==> src/rtl/cpu_pkg.sv <==
// Shared CPU constants: datapath width, call-stack depth and the mux selects
// that route the stack top into the PC and register-load paths.
package cpu_pkg;

  localparam int unsigned WORD_W      = 16;
  localparam int unsigned STACK_DEPTH = 16;

  localparam logic [1:0] PCMUX_STACK = 2'b10;
  localparam logic [1:0] MUX1_STACK  = 2'b11;

endpackage : cpu_pkg

==> src/rtl/stack_mem.sv <==
// WIDTH x DEPTH register array: one synchronous write port, one asynchronous
// read port. Contents are deliberately left unreset.
module stack_mem #(
  parameter int unsigned WIDTH = 16,
  parameter int unsigned DEPTH = 16,
  localparam int unsigned AW   = $clog2(DEPTH)
) (
  input  logic             clk,
  input  logic             we_i,
  input  logic [AW-1:0]    waddr_i,
  input  logic [WIDTH-1:0] wdata_i,
  input  logic [AW-1:0]    raddr_i,
  output logic [WIDTH-1:0] rdata_o
);

  logic [WIDTH-1:0] mem_q [DEPTH];

  always_ff @(posedge clk) begin
    if (we_i) begin
      mem_q[waddr_i] <= wdata_i;
    end
  end

  assign rdata_o = mem_q[raddr_i];

endmodule : stack_mem

==> src/rtl/call_stack.sv <==
// Hardware LIFO for call/return and register save. Top-of-stack is readable
// combinationally in the same cycle as the pop strobe; state commits on the edge.
module call_stack
  import cpu_pkg::*;
#(
  parameter int unsigned WIDTH = WORD_W,
  parameter int unsigned DEPTH = STACK_DEPTH,
  localparam int unsigned CW   = $clog2(DEPTH + 1),
  localparam int unsigned AW   = $clog2(DEPTH)
) (
  input  logic             clk,
  input  logic             reset,
  input  logic             push_en,
  input  logic             pop_en,
  input  logic [WIDTH-1:0] push_data,
  input  logic             err_clr,
  output logic [WIDTH-1:0] pop_data,
  output logic             stack_full,
  output logic             stack_empty,
  output logic [CW-1:0]    count,
  output logic             overflow,
  output logic             underflow
);

  logic [CW-1:0]    count_q, count_d;
  logic             ovf_q, ovf_d;
  logic             unf_q, unf_d;
  logic             we;
  logic [AW-1:0]    waddr;
  logic [AW-1:0]    top_idx;
  logic [WIDTH-1:0] rd_data;
  logic             new_ovf, new_unf;

  assign stack_empty = (count_q == '0);
  assign stack_full  = (count_q == CW'(DEPTH));
  // Power-of-two depth: count == DEPTH aliases to index 0, so top is DEPTH-1.
  assign top_idx     = count_q[AW-1:0] - AW'(1);

  always_comb begin
    count_d = count_q;
    we      = 1'b0;
    waddr   = count_q[AW-1:0];
    new_ovf = 1'b0;
    new_unf = 1'b0;
    unique case ({push_en, pop_en})
      2'b10: begin
        if (stack_full) begin
          new_ovf = 1'b1;
        end else begin
          we      = 1'b1;
          count_d = count_q + CW'(1);
        end
      end
      2'b01: begin
        if (stack_empty) begin
          new_unf = 1'b1;
        end else begin
          count_d = count_q - CW'(1);
        end
      end
      2'b11: begin
        we = 1'b1;
        if (stack_empty) begin
          waddr   = '0;
          count_d = CW'(1);
          new_unf = 1'b1;
        end else begin
          waddr = top_idx;
        end
      end
      default: ;
    endcase
    // A fresh error event in the same cycle beats the clear.
    ovf_d = new_ovf | (ovf_q & ~err_clr);
    unf_d = new_unf | (unf_q & ~err_clr);
  end

  always_ff @(posedge clk or posedge reset) begin
    if (reset) begin
      count_q <= '0;
      ovf_q   <= 1'b0;
      unf_q   <= 1'b0;
    end else begin
      count_q <= count_d;
      ovf_q   <= ovf_d;
      unf_q   <= unf_d;
    end
  end

  stack_mem #(
    .WIDTH(WIDTH),
    .DEPTH(DEPTH)
  ) u_mem (
    .clk    (clk),
    .we_i   (we),
    .waddr_i(waddr),
    .wdata_i(push_data),
    .raddr_i(top_idx),
    .rdata_o(rd_data)
  );

  assign pop_data  = stack_empty ? '0 : rd_data;
  assign count     = count_q;
  assign overflow  = ovf_q;
  assign underflow = unf_q;

endmodule : call_stack
==> config.mk <==
export PLATFORM = sky130hd
export DESIGN_NAME = call_stack
export DESIGN_NICKNAME = d
export VERILOG_FILES = /design/src/rtl/cpu_pkg.sv /design/src/rtl/stack_mem.sv /design/src/rtl/call_stack.sv
export SDC_FILE = /design/constraint.sdc
export NUM_CORES = 1
export LEC_CHECK = 0
export CAP_MARGIN = 20
export CORE_MARGIN = 5
export CORE_UTILIZATION = 58
export DETAILED_ROUTE_END_ITERATION = 7
export GPL_ROUTABILITY_DRIVEN = 0
export PLACE_DENSITY = 0.79
export REMOVE_ABC_BUFFERS = 1
export SKIP_CTS_REPAIR_TIMING = 1
export SKIP_LAST_GASP = 1
export SYNTH_ARGS = -nofsm -noshare
export SYNTH_HDL_FRONTEND = slang
export SYNTH_HIERARCHICAL = 1
export SYNTH_SLANG_ARGS = --single-unit
==> constraint.sdc <==
create_clock -name clk -period 7.8 [get_ports clk]
set_input_delay 2.34 -clock clk [delete_from_list [all_inputs] [get_ports clk]]
set_output_delay 2.34 -clock clk [all_outputs]
set_load 0.005 [all_outputs]
==> run_results.csv <==
group,metric,value,unit
cells_and_area,antenna-diode-count,0,
grt,grt_antenna_before_repair,0,
setup_path,worstReg2RegEnd,"u_mem/mem_q[2][3]$_DFFE_PP_",
cells_and_area,design_area,12200,µm²
timing,worst-slew-pin-transition,1150,ps
setup_path,worst_setup_path_startpoint,"count[0]$_DFFE_PP0P_",
hold_path,hold_end,"overflow$_DFF_PP0_",
hold_path,hold_depth,2,
routing,detail_route.wl_per_cell,27.3,µm
setup_path,timing.critical_path.fanout_max,31,
routing,final_antenna_net_count,0,
timing,post-route-period-util,83.9,%
routing,drt_drc_violations_left,0,
clocking,numClockSinks,263,
routing,drtIter0Drc,529,
place,place_area,11200,µm²
cells_and_area,area.growth.synth_to_final,15.8,%
setup_path,start_kind,"flop",
place,port-buffer-count,45,
hold_path,worst_hold_path_type,"flop to flop",
timing,hold_violations,0,
floorplan,die_w,145,µm
hold_path,hold_path.startpoint,"overflow$_DFF_PP0_",
timing,finalSetupViolations,0,
cells_and_area,drive_gt1_share,23.0,%
clocking,clock_tree.htree_level_count,1,
timing,final.setup.tns,0,ps
synthesis,synthesis.instances,516,
floorplan,boundaryPins,46,
timing,relSlewSlack,23.4,%
clocking,clock_tree.buffer_depth,3,
grt,grt.total_usage,21.6,%
synthesis,number_of_enable_type_register_cells_in_the_synthesized_netlist,256,
power_and_ir_drop,static-leakage-power,3.96,nW
floorplan,floorplan.initialDensity,58.8,%
synthesis,synthesis.area,10500,µm²
cells_and_area,multi_input_logic_area,2500,µm²
synthesis,postSynthRegisterBits,263,
clocking,tritoncts.num_buffers,26,
clocking,clockRootBuffer,"sky130_fd_sc_hd__clkbuf_16",
floorplan,dieHeight,145,µm
power_and_ir_drop,maximum_resistive_drop_on_vdd,0.000296,V
setup_path,worstPathArrival,4210,ps
routing,drt_first_pass_iters,5,
timing,setup_repair_after_global_routing_missed_its_margin,"no",
synthesis,netlist-cell-type-count,47,
timing,fin_worst_skew,12.5,ps
setup_path,worstSetupPathType,"flop to output port",
run_status,status,"complete, no violations",
setup_path,reg2regPathDepth,8,
timing,clock.fmax,153,MHz
floorplan,die_area,20900,µm²
grt,globalRouteOverflowTotal,0,
routing,vias,5430,
routing,via_per_instance_ratio,6.61,
floorplan,std_cell_rows,49,
synthesis,postSynth.asyncResetShare,2.66,%
setup_path,reg2reg_slack,3490,ps
setup_path,worstSetupEndpointType,"output port",
floorplan,core,17900,µm²
setup_path,crit-reg2reg-launch,"count[0]$_DFFE_PP0P_",
cells_and_area,final-seq-area,7860,µm²
routing,finalWirelength,22400,µm
place,dp_hpwl,12800,µm
synthesis,synth-warning-count,6,
power_and_ir_drop,powerDensity,420,nW/µm²
run,drv.max_cap_violation_count,0,
cells_and_area,num-nets-final,596,
clocking,tritoncts,"done",
synthesis,ys_seq_area_share,74.7,%
synthesis,postSynthAreaPerCell,20.4,µm²
grt,grt_first_pass_wirelength,33400,µm
grt,grt_start_max_net_pins,43,
setup_path,cp_data_required_time,5460,ps
synthesis,dominantRegCellSynth,"sky130_fd_sc_hd__edfxtp_1",
grt,first_global_vias,5546,
cells_and_area,num-fill-cells,1123,
clocking,path_clk_slew,60,ps
timing,post-route-min-period,6550,ps
clocking,clk-insertion-delay-late,520,ps
timing,drv_slew,0,
==> metrics by stage <==
stage	total power, mW	cells	hold slack [ps]	utilization, %	setup WS [ps]
2_1_floorplan	2.98	487	516	-	363
3_3_place_gp	3.71	772	511	62.7	1880
3_5_place_dp	3.77	772	533	62.7	1790
4_1_cts	5.14	820	542	67.9	1250
5_1_grt	5.34	821	560	68.1	973
6_report	5.12	821	537	68.1	1250
==> power breakdown <==
part	internal, mW	total (mW)	switching, mW
registers	1.71	1.77	0.0689
logic	0.971	2.00	1.03
clock network	0.835	1.35	0.510
==> registers in the layout, indices dropped and copies added, names as in the netlist <==
| name | count |
|---|---|
| count | 5 |
| u_mem/mem_q | 256 |
| overflow | 1 |
| underflow | 1 |
==> Yosys cell counts (2+ instances only) <==
master / count / share of area, %
sky130_fd_sc_hd__a211oi_1: 3 / 0.21
sky130_fd_sc_hd__a21o_1: 2 / 0.14
sky130_fd_sc_hd__a21oi_1: 2 / 0.095
sky130_fd_sc_hd__a22oi_1: 33 / 2.4
sky130_fd_sc_hd__a31o_2: 3 / 0.25
sky130_fd_sc_hd__buf_1: 4 / 0.14
sky130_fd_sc_hd__buf_2: 4 / 0.19
sky130_fd_sc_hd__buf_4: 6 / 0.43
sky130_fd_sc_hd__buf_6: 6 / 0.64
sky130_fd_sc_hd__clkbuf_1: 9 / 0.32
sky130_fd_sc_hd__dfrtp_1: 7 / 1.7
sky130_fd_sc_hd__edfxtp_1: 256 / 73
sky130_fd_sc_hd__ha_1: 3 / 0.36
sky130_fd_sc_hd__inv_1: 8 / 0.29
sky130_fd_sc_hd__mux2_2: 2 / 0.21
sky130_fd_sc_hd__mux4_1: 10 / 2.5
sky130_fd_sc_hd__mux4_2: 54 / 12
sky130_fd_sc_hd__nand2_1: 23 / 0.82
sky130_fd_sc_hd__nand2b_1: 2 / 0.12
sky130_fd_sc_hd__nand3_1: 2 / 0.095
sky130_fd_sc_hd__nand3b_1: 3 / 0.21
sky130_fd_sc_hd__nand4_1: 3 / 0.18
sky130_fd_sc_hd__nor2_1: 18 / 0.64
sky130_fd_sc_hd__nor2b_1: 20 / 1.2
sky130_fd_sc_hd__nor3_1: 8 / 0.38
sky130_fd_sc_hd__o21ai_0: 2 / 0.095
sky130_fd_sc_hd__xnor2_1: 2 / 0.17
sky130_fd_sc_hd__xor2_1: 2 / 0.17
==> cell type report <==
type | count | area share (%)
sequential | 263 | 64.5
multi-input combinational | 216 | 20.6
clock buffer | 35 | 6.12
timing repair buffer | 57 | 4.60
tap | 229 | 2.35
clock inverter | 13 | 1.60
inverter | 8 | 0.267
==> critical path: stages (launching register included) <==
cell	delay, ps
sky130_fd_sc_hd__dfrtp_1	510
sky130_fd_sc_hd__inv_4	420
sky130_fd_sc_hd__ha_1	340
sky130_fd_sc_hd__inv_2	560
sky130_fd_sc_hd__buf_4	420
sky130_fd_sc_hd__mux4_2	350
sky130_fd_sc_hd__a22oi_1	350
sky130_fd_sc_hd__nand2_1	120
sky130_fd_sc_hd__nor2b_1	140
sky130_fd_sc_hd__clkdlybuf4s50_1	460
==> placed cells by master, fill, tap and decap left out, types with 5 or more instances in the layout <==
cell type	n
sky130_fd_sc_hd__mux4_2	54
sky130_fd_sc_hd__clkdlybuf4s50_1	45
sky130_fd_sc_hd__dfrtp_1	7
sky130_fd_sc_hd__edfxtp_1	256
sky130_fd_sc_hd__bufinv_16	5
sky130_fd_sc_hd__inv_1	6
sky130_fd_sc_hd__buf_4	11
sky130_fd_sc_hd__a22oi_1	33
sky130_fd_sc_hd__nor2_1	6
sky130_fd_sc_hd__clkinv_2	5
sky130_fd_sc_hd__clkbuf_16	27
sky130_fd_sc_hd__nand2_1	23
sky130_fd_sc_hd__nor2_2	12
sky130_fd_sc_hd__mux4_1	10
sky130_fd_sc_hd__nor2b_1	20
==> cells by family (layout without fill, tap and decap cells) <==
group / count (synthesis) / count (layout) / share of synthesized area [%]
buffers and inverters: 37 / 113 / 2.01
and+or+nand+nor: 88 / 88 / 4.42
xor gates and xnor gates: 4 / 4 / 0.333
adders and majority gates: 4 / 4 / 0.452
AOI/OAI and AO/OA: 54 / 54 / 3.85
muxes: 66 / 66 / 14.3
DFF: 263 / 263 / 74.7
==> routing by layer <==
layer	vias to the layer above	wire length, µm	GRT usage (%)
met3	40	2030	4.34
met1	2820	8970	31.5
met2	315	11000	34.3
li1	2255	-	-
met5	-	0	0
met4	0	440	5.55
==> how the worst max path moves through the flow <==
stage	to	depth (start not counted)
2_1_floorplan	pop_data[0]	7
3_3_place_gp	pop_data[12]	9
3_5_place_dp	pop_data[14]	9
4_1_cts	pop_data[14]	9
5_1_grt	pop_data[14]	9
6_report	pop_data[14]	9
(Power assumes the default switching activity.)
